===== src/rtl/qfas_pkg.sv =====
// Shared types and golden arithmetic for the qfas 4-bit adder/subtractor interface.
// Purely declarative: no latency, no flow control.
package qfas_pkg;

  localparam int QFAS_W = 4;

  typedef enum logic [1:0] {IDLE, APPLY, CHECK, DONE} bist_state_t;

  // Subtract is A + ~B + ~CI, so CO=1 means "no borrow".
  function automatic logic [QFAS_W:0] qfas_golden(input logic [QFAS_W-1:0] a,
                                                  input logic [QFAS_W-1:0] b,
                                                  input logic              sel,
                                                  input logic              ci);
    return {1'b0, a} + {1'b0, b ^ {QFAS_W{sel}}} + {{QFAS_W{1'b0}}, ci ^ sel};
  endfunction

endpackage


===== src/rtl/qfas_ref.sv =====
// Combinational golden model of the qfas adder/subtractor; zero latency, no backpressure.
module qfas_ref
  import qfas_pkg::*;
#(
  parameter int WIDTH = QFAS_W
) (
  input  logic [WIDTH-1:0] a,
  input  logic [WIDTH-1:0] b,
  input  logic             sel,
  input  logic             ci,
  output logic [WIDTH:0]   gold
);

  // Non-default widths fall back to the same equation written generically.
  generate
    if (WIDTH == QFAS_W) begin : g_pkg
      assign gold = qfas_golden(a, b, sel, ci);
    end else begin : g_gen
      assign gold = {1'b0, a} + {1'b0, b ^ {WIDTH{sel}}} + {{WIDTH{1'b0}}, ci ^ sel};
    end
  endgenerate

endmodule


===== src/rtl/qfas_bist.sv =====
// Exhaustive BIST for a qfas instance: SETTLE+1 cycles per vector, start ignored while busy.
// Optional first-failure capture port under QFAS_BIST_CAPTURE_EN.
module qfas_bist
  import qfas_pkg::*;
#(
  parameter int WIDTH  = QFAS_W,
  parameter int SETTLE = 1,
  parameter int ERRW   = 16
) (
  input  logic                 clk,
  input  logic                 rst_n,
  input  logic                 start,
  output logic                 busy,
  output logic                 done,
  output logic                 pass,
  output logic [ERRW-1:0]      err_cnt,
  output logic [WIDTH-1:0]     dut_a,
  output logic [WIDTH-1:0]     dut_b,
  output logic                 dut_sel,
  output logic                 dut_ci,
  input  logic [WIDTH-1:0]     dut_y,
  input  logic                 dut_co
`ifdef QFAS_BIST_CAPTURE_EN
  ,
  output logic                 fail_valid,
  output logic [2*WIDTH+1:0]   fail_vec
`endif
);

  localparam int IW = 2 * WIDTH + 2;
  localparam int SW = (SETTLE > 1) ? $clog2(SETTLE) : 1;
  localparam logic [SW-1:0] SETTLE_LAST = SW'(SETTLE - 1);

  bist_state_t       state_q, state_d;
  logic [IW-1:0]     idx_q, idx_d;
  logic [SW-1:0]     settle_q, settle_d;
  logic [ERRW-1:0]   err_cnt_q, err_cnt_d;
  logic              busy_q, busy_d;
  logic              done_q, done_d;
  logic              pass_q, pass_d;
  logic [WIDTH:0]    gold;
  logic              mismatch;
`ifdef QFAS_BIST_CAPTURE_EN
  logic              fail_valid_q, fail_valid_d;
  logic [IW-1:0]     fail_vec_q, fail_vec_d;
`endif

  qfas_ref #(.WIDTH(WIDTH)) u_ref (
    .a    (idx_q[WIDTH-1:0]),
    .b    (idx_q[2*WIDTH-1:WIDTH]),
    .sel  (idx_q[IW-1]),
    .ci   (idx_q[2*WIDTH]),
    .gold (gold)
  );

  assign mismatch = ({dut_co, dut_y} != gold);

  always_comb begin
    state_d   = state_q;
    idx_d     = idx_q;
    settle_d  = settle_q;
    err_cnt_d = err_cnt_q;
    busy_d    = busy_q;
    done_d    = done_q;
    pass_d    = pass_q;
`ifdef QFAS_BIST_CAPTURE_EN
    fail_valid_d = fail_valid_q;
    fail_vec_d   = fail_vec_q;
`endif
    case (state_q)
      IDLE, DONE: begin
        if (start) begin
          state_d   = APPLY;
          idx_d     = '0;
          settle_d  = '0;
          err_cnt_d = '0;
          busy_d    = 1'b1;
          done_d    = 1'b0;
          pass_d    = 1'b0;
`ifdef QFAS_BIST_CAPTURE_EN
          fail_valid_d = 1'b0;
          fail_vec_d   = '0;
`endif
        end
      end
      APPLY: begin
        if (settle_q == SETTLE_LAST) begin
          settle_d = '0;
          state_d  = CHECK;
        end else begin
          settle_d = settle_q + 1'b1;
        end
      end
      CHECK: begin
        if (mismatch) begin
          if (err_cnt_q != '1) err_cnt_d = err_cnt_q + 1'b1;
`ifdef QFAS_BIST_CAPTURE_EN
          if (!fail_valid_q) begin
            fail_valid_d = 1'b1;
            fail_vec_d   = idx_q;
          end
`endif
        end
        // idx parks at all-ones once the sweep ends.
        if (idx_q == '1) begin
          state_d = DONE;
          busy_d  = 1'b0;
          done_d  = 1'b1;
          pass_d  = (err_cnt_d == '0);
        end else begin
          idx_d   = idx_q + 1'b1;
          state_d = APPLY;
        end
      end
      default: state_d = IDLE;
    endcase
  end

  always_ff @(posedge clk) begin
    if (!rst_n) begin
      state_q   <= IDLE;
      idx_q     <= '0;
      settle_q  <= '0;
      err_cnt_q <= '0;
      busy_q    <= 1'b0;
      done_q    <= 1'b0;
      pass_q    <= 1'b0;
`ifdef QFAS_BIST_CAPTURE_EN
      fail_valid_q <= 1'b0;
      fail_vec_q   <= '0;
`endif
    end else begin
      state_q   <= state_d;
      idx_q     <= idx_d;
      settle_q  <= settle_d;
      err_cnt_q <= err_cnt_d;
      busy_q    <= busy_d;
      done_q    <= done_d;
      pass_q    <= pass_d;
`ifdef QFAS_BIST_CAPTURE_EN
      fail_valid_q <= fail_valid_d;
      fail_vec_q   <= fail_vec_d;
`endif
    end
  end

  assign busy    = busy_q;
  assign done    = done_q;
  assign pass    = pass_q;
  assign err_cnt = err_cnt_q;
  assign dut_a   = idx_q[WIDTH-1:0];
  assign dut_b   = idx_q[2*WIDTH-1:WIDTH];
  assign dut_ci  = idx_q[2*WIDTH];
  assign dut_sel = idx_q[IW-1];
`ifdef QFAS_BIST_CAPTURE_EN
  assign fail_valid = fail_valid_q;
  assign fail_vec   = fail_vec_q;
`endif

endmodule


===== config.mk =====
export PLATFORM = sky130hd
export DESIGN_NAME = qfas_bist
export DESIGN_NICKNAME = d
export VERILOG_FILES = /design/src/rtl/qfas_pkg.sv /design/src/rtl/qfas_ref.sv /design/src/rtl/qfas_bist.sv
export SDC_FILE = /design/constraint.sdc
export NUM_CORES = 1
export LEC_CHECK = 0
export BUFFER_PORTS_ARGS = -buffer_cell sky130_fd_sc_hd__buf_2
export CAP_MARGIN = 25
export CORE_MARGIN = 8
export CORE_UTILIZATION = 23
export CTS_CLUSTER_DIAMETER = 200
export DETAILED_ROUTE_END_ITERATION = 10
export HOLD_SLACK_MARGIN = 0.08
export PLACE_DENSITY = 0.42
export SKIP_LAST_GASP = 1
export SLEW_MARGIN = 20
export SYNTH_ARGS = -nofsm -noshare
export SYNTH_HDL_FRONTEND = slang
export SYNTH_HIERARCHICAL = 1
export SYNTH_SLANG_ARGS = --single-unit

===== constraint.sdc =====
create_clock -name clk -period 5.3 [get_ports clk]
set_clock_uncertainty 0.2 [all_clocks]
set_input_delay 1.06 -clock clk [delete_from_list [all_inputs] [get_ports clk]]
set_output_delay 1.06 -clock clk [all_outputs]
set_load 0.03 [all_outputs]

==> metrics.txt, run 1 <==
status completed; number of flops mapped to enable cells by yosys 0; most frequent cell after synthesis dfxtp_1; period utilization 0.773; largest net degree at the start of global routing 25; Routed met3 length 208 um; Peak VDD IR 0.188 mV; DRT Pass-1 Iters 4; Layout area overhead 16.9%; die extent in x 113 um; Routed WL 6.23 mm; Hold Buf Count CTS 0; dpl cell area 0.00241 mm^2; TritonCTS clock tree built; Netlist cell types 56; P_leak 1.07 nW; Seq/Total Area, Yosys 0.288; Syn Area/Cell 8.10 um^2; WP data required 5.31 ns; max layer used met4; Root Buffer Master clkbuf_8; Routed met1 length 3.18 mm; Clk Latency, worst-skew pair 0.29 ns; critical path endpoint category flip-flop; post-synthesis register bit count 31; starting density of the core 0.235; final hold viol count 0; Comb power frac 0.343; fillcell total 986; CTS buffer count 5; PD cells 281 mW/mm^2; Startpoint Class flip-flop; Vias 1984; DRC violations left 0; fin. max-slew vios 0; fin nets 315; share of layout cells above drive strength 1 0.187; HP Class flip-flop to flip-flop; Worst Setup Path Type flip-flop to flip-flop; FP Rows 35; die area 0.0127 mm^2; Least-Margin Pin Slew 0.697 ns; CP max FO 9; FMAX 244 MHz; I/O pin count 37; Final setup viols 0; initial antenna violation count 0; CTS max path bufs 2; switching power 0.288 mW; top post-synthesis cells by count 31 x dfxtp_1, 21 x nor2_1, 20 x nand2_1, 19 x o21ai_0, 15 x xor2_1; post-route design area 0.00252 mm^2; sequential power share 0.375; DP Worst Slack 1.25 ns; vias in the first global route 1906; DRT iter0 DRCs 86; critical-path cell list xor2_1 > fa_1 > fa_1 > a21o_1 > a21o_1 > xor2_1 > nor3_2 > a21oi_1 > nand2_1 > or3b_1 > a2111o_1 > o31ai_2; syn_nets 283; total track usage 0.0977; ys flop type dfxtp_1; Mapped Area 0.00215 mm^2; post-synth top area cell dfxtp_1; postcts setup bufs 0; FFs w/ async S/R, synth 0; Synth top area share 0.288; MaxCap Viol Count 0; Synth area leaders dfxtp_1 29%, xor2_1 6.1%, o21ai_0 4.4%; cts repair resizes 0; placed wire-length estimate 4.51 mm; crit path max-delay cell type dfxtp_1; unrepaired setup endpoints after global routing false; Final GP Congestion 0.826; first-pass GRT wire length 10.1 mm; CP arrival 4.10 ns; Tmin final 4.10 ns; grt total ovfl 0; WL met2 2.77 mm; Clk pwr share 0.282; antenna fix cells 0; Vert. Die Dim 113 um; P_int 0.419 mW; wire length per cell 15.2 um; Switching Fraction 0.407; Slew HR 0.532; final worst slack 1.20 ns; setup TNS 0 ns; final core occ 0.275; highest cell delay on the worst timing path 0.55 ns; Synth Warn # 6; Port Buf Inserts 36; area of the core 0.00915 mm^2; clk slew on worst S/H paths 0.08 ns; Antenna Nets Post-Route 0; Synth Instances 266; CTS H-tree depth 2; vias per inst 4.84; Sinks on Clock Net 31
-- placed cells by master (no fill, tap or decap), types with 3 or more instances in the layout --
cell,instances
a2111oi_0,3
a21boi_0,4
a21o_1,3
a21oi_1,11
a22oi_1,4
a31oi_1,6
a41o_1,3
and2_1,5
buf_2,36
clkbuf_8,5
dfxtp_1,31
ha_1,7
inv_1,10
mux2i_1,3
nand2_1,20
nand3_1,12
nand3b_1,3
nand4_1,9
nor2_1,21
nor2b_1,7
nor3_1,5
o211a_1,4
o21ai_0,19
or3_1,5
xnor2_1,6
xor2_1,15
-- logic make-up (layout without fill, tap and decap cells) --
group / count (synthesis) / after routing / synth area share
multiplexers: 3 / 3 / 0.0139
adder cells (fa/ha/maj): 9 / 9 / 0.0593
AO/OA/AOI/OAI: 72 / 72 / 0.238
buffers and inverters: 23 / 56 / 0.0476
flip-flops: 31 / 31 / 0.288
AND/OR/NAND/NOR: 107 / 107 / 0.268
XOR/XNOR: 21 / 21 / 0.0854
-- area by class of cell --
cell class                 count  area, um^2  share of cell area
multi-input combinational    212        1430               0.568
sequential                    31         621               0.247
timing repair buffer          38         195              0.0776
tap                          111         139              0.0552
clock buffer                   5        68.8              0.0273
inverter                      10        37.5              0.0149
clock inverter                 3        25.0             0.00995
-- power by group through the flow --
stage / clock network [mW] / registers [mW] / logic, mW
3_3_place_gp: 0 / 0.270 / 0.243
4_1_cts: 0.208 / 0.265 / 0.241
2_1_floorplan: 0 / 0.286 / 0.150
3_5_place_dp: 0 / 0.271 / 0.240
6_report: 0.199 / 0.265 / 0.242
5_1_grt: 0.216 / 0.268 / 0.269
-- per-layer routing --
metal | global-route usage | up-vias
met5 | 0 | -
met4 | 0.0351 | 0
met3 | 0.0218 | 6
met2 | 0.158 | 28
met1 | 0.125 | 917
li1 | - | 1033
-- path summary, 6_finish.rpt --
kind	startpoint	slack, ns	depth (start not counted)	endpoint
hold / removal	done	0.29	2	done
setup reg to reg	idx_q[9]	1.20	12	pass
setup / recovery	idx_q[9]	1.20	12	pass
hold reg to reg	done	0.29	2	done
-- critical path, delay by kind of cell, from the launching register on --
family	cells	cell delay [ns]
xor+xnor	2	0.31
flops	1	0.55
compound gates	5	1.24
simple gates	3	0.84
fa+ha+maj	2	0.87
-- registers in the layout, summed over array words and instances, names as in the netlist --
register and count:
idx_q 10, done 1, busy 1, state_q 2, pass 1, err_cnt 16
-- through the flow --
step,instances,power (mW),hold WS [ns]
after detailed placement,401,0.511,0.261
after global placement,401,0.513,0.251
after CTS,409,0.714,0.284
after floorplan,266,0.436,0.299
final,410,0.706,0.288
after global routing,410,0.753,0.305
Power figures use the tool's default switching activity.
==> run 2, diff against run 1 <==
==> constraint.sdc (replaced) <==
create_clock -name clk -period 4.15 [get_ports clk]
set_clock_uncertainty 0.2 [all_clocks]
set_input_delay 0.83 -clock clk [delete_from_list [all_inputs] [get_ports clk]]
set_output_delay 0.83 -clock clk [all_outputs]
set_load 0.03 [all_outputs]
==> run 2 against run 1 <==
Setup slack lost 0.88 ns. Worst hold slack lost 0.0033 ns. First-iteration DRC count shrank 23%. Critical path depth is the same. Fmax grew 7.0%. Sequential cell count is the same. Die area is the same. Critical path type unchanged. Critical endpoint unchanged.
==> metrics.txt, run 2 (synthesis gave the netlist of run 1 again) <==
Overall Power 0.959 mW; Worst Setup Path Type flip-flop to flip-flop; vias per inst 4.92; Port Buf Inserts 36; CTS max path bufs 2; die extent in x 113 um; DRT Pass-1 Iters 4; wire length per cell 15.0 um; I/O pin count 37; critical-path cell list xor2_1 > fa_1 > fa_1 > a21o_1 > a21o_1 > xor2_1 > nor3_2 > and2_0 > nor3_1 > or3_1 > a211o_1 > o31ai_2; final worst slack 0.320 ns; fin. max-slew vios 0; TritonCTS clock tree built; reg2reg path depth 12; period utilization 0.923; CP startpoint idx_q[9]; post-route design area 0.00257 mm^2; fin nets 319; number of cells after detailed placement 406; critical path endpoint category flip-flop; Final GP Congestion 0.808; RR Startpoint idx_q[9]; Tmin final 3.83 ns; Hold Slack 0.284 ns; share of layout cells above drive strength 1 0.198; Layout area overhead 19.3%; starting density of the core 0.235; postcts setup bufs 0; DRT iter0 DRCs 66; setup TNS 0 ns; grt total ovfl 0; DP Worst Slack 0.346 ns; fillcell total 1008; CTS buffer count 5; antenna fix cells 0; total track usage 0.0980; HP Start done; Stages on worst setup path 12; max FFs per register 16; FMAX 261 MHz; hold-critical path depth 2; status completed; commonest non-fill, non-tap cells in the layout 36 x buf_2, 31 x dfxtp_1, 21 x nor2_1, 20 x nand2_1, 19 x o21ai_0; final hold viol count 0; cts repair resizes 0; crit path max-delay cell type fa_1; CP arrival 3.83 ns; family with the most delay on the worst path simple AND/OR/NAND/NOR gates; Buf/Inv on CP 0; Root Buffer Master clkbuf_8; Least-Margin Pin Slew 1.04 ns; worst reg-to-reg setup slack 0.32 ns; CTS H-tree depth 2; Clk Latency, worst-skew pair 0.29 ns; DRC violations left 0; Hold Buf Count CTS 0; Final Non-Filler Cells 414; Vert. Die Dim 113 um; Vias 2035; final core occ 0.281; FP Rows 35; unrepaired setup endpoints after global routing false; highest cell delay on the worst timing path 0.44 ns; initial antenna violation count 0; Final setup viols 0; MaxCap Viol Count 0; die area 0.0127 mm^2; first-pass GRT wire length 10.1 mm; vias in the first global route 1907; HP Class flip-flop to flip-flop; Slew HR 0.303; dpl cell area 0.00245 mm^2; CP max FO 6; largest net degree at the start of global routing 25; PD cells 373 mW/mm^2; Routed WL 6.20 mm; area of the core 0.00915 mm^2; Sinks on Clock Net 31; clk slew on worst S/H paths 0.07 ns; Antenna Nets Post-Route 0; Startpoint Class flip-flop; P_leak 1.11 nW; placed wire-length estimate 4.60 mm; Peak VDD IR 0.259 mV; commonest non-fill, non-tap cell in the layout buf_2; WP data required 4.15 ns
-- run 2: cell type report --
class,instances,area [um^2],area share
inverters,10,37.5,0.0146
repair buffers,42,225,0.0876
multi-input cells,212,1430,0.556
well taps,111,139,0.0540
flip-flops and latches,31,621,0.241
clock inverters,2,35.0,0.0136
clock buffers,6,82.6,0.0321
-- run 2: power breakdown --
| part | leakage [nW] | internal [mW] | switching [mW] | total [mW] |
|---|---|---|---|---|
| Clock | 0.0612 | 0.194 | 0.124 | 0.319 |
| Combinational | 0.801 | 0.0931 | 0.209 | 0.302 |
| Sequential | 0.251 | 0.318 | 0.0191 | 0.337 |
-- run 2: worst paths after layout --
| kind | to |
|---|---|
| max | pass |
| max reg2reg | pass |
| min | done |
| min reg2reg | done |
-- run 2: worst reg2reg max path, cell delays in order (launching register included) --
cell,delay [ns]
dfxtp_1,0.34
xor2_1,0.18
fa_1,0.44
fa_1,0.42
a21o_1,0.19
a21o_1,0.18
xor2_1,0.16
nor3_2,0.32
and2_0,0.36
nor3_1,0.12
or3_1,0.33
a211o_1,0.31
o31ai_2,0.20
-- run 2: layer usage --
layer / part of all wire / routed length (um) / global-route usage / vias to the layer above
met5: 0 / 0 / 0 / -
met4: 0.011 / 71 / 0.0351 / 0
met3: 0.047 / 290 / 0.0229 / 4
met2: 0.45 / 2810 / 0.151 / 40
met1: 0.49 / 3040 / 0.130 / 943
li1: - / - / - / 1048
